<file path="src/rtl/carry_resolve_pkg.sv">
// carry_resolve_pkg: shared state encodings and default sizes for the carry resolver
package carry_resolve_pkg;
    localparam int DEFAULT_WIDTH = 8;
    localparam int DEFAULT_CNT_W = 4;
    typedef enum logic [1:0] {
        ST_IDLE    = 2'd0,
        ST_RESOLVE = 2'd1,
        ST_DONE    = 2'd2
    } state_t;
endpackage

</file>
<file path="src/rtl/carry_step.sv">
// carry_step: one carry-propagation iteration, s^(c<<1) and s&(c<<1)
module carry_step #(
    parameter int WIDTH = 8
) (
    input  logic [WIDTH-1:0] s,
    input  logic [WIDTH-1:0] c,
    output logic [WIDTH-1:0] s_next,
    output logic [WIDTH-1:0] c_next,
    output logic             msb_out
);
    for (genvar i = 0; i < WIDTH; i++) begin : g_lane
        half_cell u_half (
            .a(s[i]),
            .b(i == 0 ? 1'b0 : c[(i == 0) ? 0 : i-1]),
            .s(s_next[i]),
            .c(c_next[i])
        );
    end
    assign msb_out = c[WIDTH-1];
endmodule

</file>
<file path="src/rtl/half_cell.sv">
// half_cell: single-bit half adder
module half_cell (
    input  logic a,
    input  logic b,
    output logic s,
    output logic c
);
    assign s = a ^ b;
    assign c = a & b;
endmodule

</file>
<file path="src/rtl/carry_resolve_seq.sv">
// carry_resolve_seq: sequential adder resolving half-adder sum/carry vectors into a+b
module carry_resolve_seq
    import carry_resolve_pkg::*;
#(
    parameter int WIDTH = DEFAULT_WIDTH,
    parameter int CNT_W = DEFAULT_CNT_W
) (
    input  logic             clk,
    input  logic             rst_n,
    input  logic             in_valid,
    output logic             in_ready,
    input  logic [WIDTH-1:0] sum_in,
    input  logic [WIDTH-1:0] cout_in,
    output logic             out_valid,
    input  logic             out_ready,
    output logic [WIDTH-1:0] result,
    output logic             carry_out,
    output logic [CNT_W-1:0] iter_count
);
    state_t state, state_nxt;
    logic [WIDTH-1:0] s_q, c_q, s_step, c_step;
    logic [CNT_W-1:0] iter_q;
    logic co_q, msb, accept, step;
    carry_step #(.WIDTH(WIDTH)) u_step (
        .s(s_q),
        .c(c_q),
        .s_next(s_step),
        .c_next(c_step),
        .msb_out(msb)
    );
    always_comb begin
        accept    = (state == ST_IDLE) && in_valid;
        step      = (state == ST_RESOLVE) && (|c_q);
        state_nxt = (state == ST_IDLE)    ? (in_valid ? ST_RESOLVE : ST_IDLE) :
                    (state == ST_RESOLVE) ? ((|c_q) ? ST_RESOLVE : ST_DONE) :
                    (out_ready ? ST_IDLE : ST_DONE);
    end
    always_ff @(posedge clk or negedge rst_n)
        if (!rst_n) state <= ST_IDLE;
        else        state <= state_nxt;
    always_ff @(posedge clk or negedge rst_n) begin
        if (!rst_n) begin
            s_q    <= '0;
            c_q    <= '0;
            co_q   <= 1'b0;
            iter_q <= '0;
        end else if (accept) begin
            s_q    <= sum_in;
            c_q    <= cout_in;
            co_q   <= 1'b0;
            iter_q <= '0;
        end else if (step) begin
            s_q    <= s_step;
            c_q    <= c_step;
            co_q   <= co_q | msb;
            iter_q <= iter_q + CNT_W'(1);
        end
    end
    assign in_ready   = state == ST_IDLE;
    assign out_valid  = state == ST_DONE;
    assign result     = s_q;
    assign carry_out  = co_q;
    assign iter_count = iter_q;
endmodule

</file>
<file path="config.mk">
export PLATFORM = sky130hd
export DESIGN_NAME = carry_resolve_seq
export DESIGN_NICKNAME = d
export VERILOG_FILES = /design/src/rtl/carry_resolve_pkg.sv /design/src/rtl/carry_step.sv /design/src/rtl/half_cell.sv /design/src/rtl/carry_resolve_seq.sv
export SDC_FILE = /design/constraint.sdc
export NUM_CORES = 1
export LEC_CHECK = 0
export ABC_AREA = 0
export BUFFER_PORTS_ARGS = -buffer_cell sky130_fd_sc_hd__buf_2
export CORE_AREA = 4 4 55 57
export DETAILED_ROUTE_END_ITERATION = 6
export DIE_AREA = 0 0 59 61
export PLACE_DENSITY_LB_ADDON = 0.3
export SLEW_MARGIN = 10
export SYNTH_ARGS = -nofsm -noshare
export SYNTH_HDL_FRONTEND = slang
export SYNTH_SLANG_ARGS = --single-unit
export TNS_END_PERCENT = 10
</file>
<file path="constraint.sdc">
create_clock -name clk -period 2.03 [get_ports clk]
set_input_delay 0.406 -clock clk [delete_from_list [all_inputs] [get_ports clk]]
set_output_delay 0.406 -clock clk [all_outputs]
set_load 0.005 [all_outputs]
</file>
==> run metrics <==
Critical Path Source Type=flip-flop; Lkg Pwr=0.658 nW; global-route wire length before repair=4170 um; Die Height=61 um; RSZ-0062 raised after global routing=no; core footprint=2480 um2; row cnt=18; Synth Instances=107; DRT Pass-1 Iters=7; Final #Nets=163; FMAX=563 MHz; footprint of the multi-input gates=577 um2; Yosys warning total=0; Max clock buf depth=2; quantity of gates resized following cts=0; Synth cell types=30; DR vias=929; clock sink count=23; CTS tree=yes; Setup Fix Bufs, Post-CTS=0; Syn Nets=135; Critical Path Fanout Max=15; Synth area leader=dfrtp_1; Pwr Total=2.29 mW; Setup TNS=0 ns; largest net degree at the start of global routing=24; vias in the first global route=913; routability cong.=0.730; area delta synth->final=12.6%; Worst-path clk slew=0.13 ns; Max-Cap Viols=0; Post-route DRC=0; Finished Layout Cells=164; All-Layer GR Usage=15.6%; critical path class=flip-flop to flip-flop; Final Hold Viols=0; Die ar.=3600 um2; CTS Buf Count=3; Starting Density=50.6%; Final Critical Period=1.77 ns; Die Wd=59 um; initial antenna violation count=0; IO Port Bufs=34; internal reg-to-reg setup slack=0.26 ns; period utilization=87.4%; synthesized cell area=1250 um2; Yosys top cell area share=46.0%; total grt overflow=0; hold_buf cts=0; proportion of layout cells with a drive suffix above 1=49.3%; initial drt markers=38; Critical Path RT=2.28 ns; Inst Count DP=160; clk_lat worst skew=0.31 ns; slew margin rel.=66.3%; status=completed; I/O pin cnt=35; Power Density=1620 nW/um2; H-tree Lvls=1; FF+latch count, synth=23; max-slew violations=0; filler instances=227; sequential area share after synthesis=46.0%; Mapped Avg Cell Area=11.7 um2; dominant cells by area after synthesis=dfrtp_1 (46%), ha_1 (8.0%), o221a_2 (7.2%), or2_2 (7.0%), buf_4 (5.4%); Arrival @ worst endpoint=2.03 ns; routed len/inst=14.7 um; HP Class=input port to asynchronous set/reset pin; DRT antenna net count=0; Tightest Pin Transition=0.506 ns; Clock Skews=0.00718 ns; register area=576 um2; critical path capture point type=flip-flop; Antenna Diode Count=0; CTS Root Cell=clkbuf_4; Finish-stage setup viols=0; Detailed Route WL=2410 um; DP HPWL=1780 um; VDD IR max=0.000761 V; Via-to-Cell Ratio=5.66
## layer usage
metal,routed length (um),track usage (%),vias up,share of wire (%)
met5,0,0,-,0
met4,35,7.77,0,1.5
met3,120,3.19,4,5.0
met2,1200,25.1,22,50
met1,1060,20.1,452,44
li1,-,-,451,-
## critical path, cell delays in order (launching register included)
cell and delay (ns):
dfrtp_1 0.43, or4_4 0.59, o21ai_4 0.43, o221a_1 0.26
## placed cells by master (no fill, tap or decap), types with 2 or more instances in the layout
cell / instances
buf_2: 34
buf_4: 2
dfrtp_1: 23
nand4_1: 2
nor4_1: 2
clkbuf_4: 3
o221a_2: 8
or4_4: 2
o221a_1: 6
mux2i_1: 3
a21oi_1: 2
or2_2: 14
inv_1: 2
nand2_1: 5
ha_1: 8
nor2_1: 3
o21ai_0: 2
## metrics by stage
| stage | area, um2 | utilization [%] | hold WS (ns) | setup slack (ns) |
|---|---|---|---|---|
| after floorplan | 1250 | - | 0.110 | 0.448 |
| after global placement | 1380 | 55.8 | 0.410 | 0.295 |
| after detailed placement | 1380 | 55.8 | 0.410 | 0.288 |
| after CTS | 1410 | 56.9 | 0.0462 | 0.245 |
| after global routing | 1410 | 56.9 | 0.0616 | 0.190 |
| final | 1410 | 56.9 | 0.0321 | 0.255 |
## flip-flops by register name, summed over array words and instances, names as in the netlist
| register | cells |
|---|---|
| state | 2 |
| c_q | 8 |
| carry_out | 1 |
| iter_count | 4 |
| result | 8 |
## path summary, 6_finish.rpt
| kind | from | endpoint | cells past startpoint |
|---|---|---|---|
| worst min register to register | iter_count[3]$_DFFE_PN0P_ | iter_count[3]$_DFFE_PN0P_ | 1 |
| max in group asynchronous | rst_n | state[1]$_DFF_PN0_ | 1 |
| worst max-delay path | c_q[5]$_DFFE_PN0P_ | result[1]$_DFFE_PN0P_ | 3 |
| worst min-delay path | rst_n | result[7]$_DFFE_PN0P_ | 1 |
| worst max register to register | c_q[5]$_DFFE_PN0P_ | result[1]$_DFFE_PN0P_ | 3 |
| min in group clk | out_ready | state[1]$_DFF_PN0_ | 2 |
## cell families after synthesis
family / synth area share, %
simple gates: 16.1
compound gates: 18.7
flops: 46.0
buf+inv: 7.99
fa+ha+maj: 7.99
mux: 3.30
## final cells by class
| class | instances | share of cell area (%) |
|---|---|---|
| clock buffer | 3 | 1.60 |
| clock inverter | 1 | 0.355 |
| inverter | 2 | 0.532 |
| multi-input combinational | 69 | 40.9 |
| sequential | 23 | 40.8 |
| tap | 30 | 2.66 |
| timing repair buffer | 36 | 13.1 |
## cell usage after synthesis (all sizes together)
master and number:
dfrtp 23, o221a 14, or2 14, buf 12, ha 8, nand2 5, mux2i 3, nor2 3
o21ai 3, a21oi 2, inv 2, nand4 2, nor4 2, or4 2, a31oi 1, and4b 1
clkbuf 1, mux2 1, nand2b 1, nand3 1, nor2b 1, o2111ai 1, o211a 1, o211ai 1
o21bai 1, or3b 1
## where the power goes
group | internal, mW | leakage (nW) | switching [mW]
logic | 0.649 | 0.366 | 0.525
clock network | 0.0737 | 0.0177 | 0.142
registers | 0.689 | 0.274 | 0.212
(Power assumes the default switching activity.)
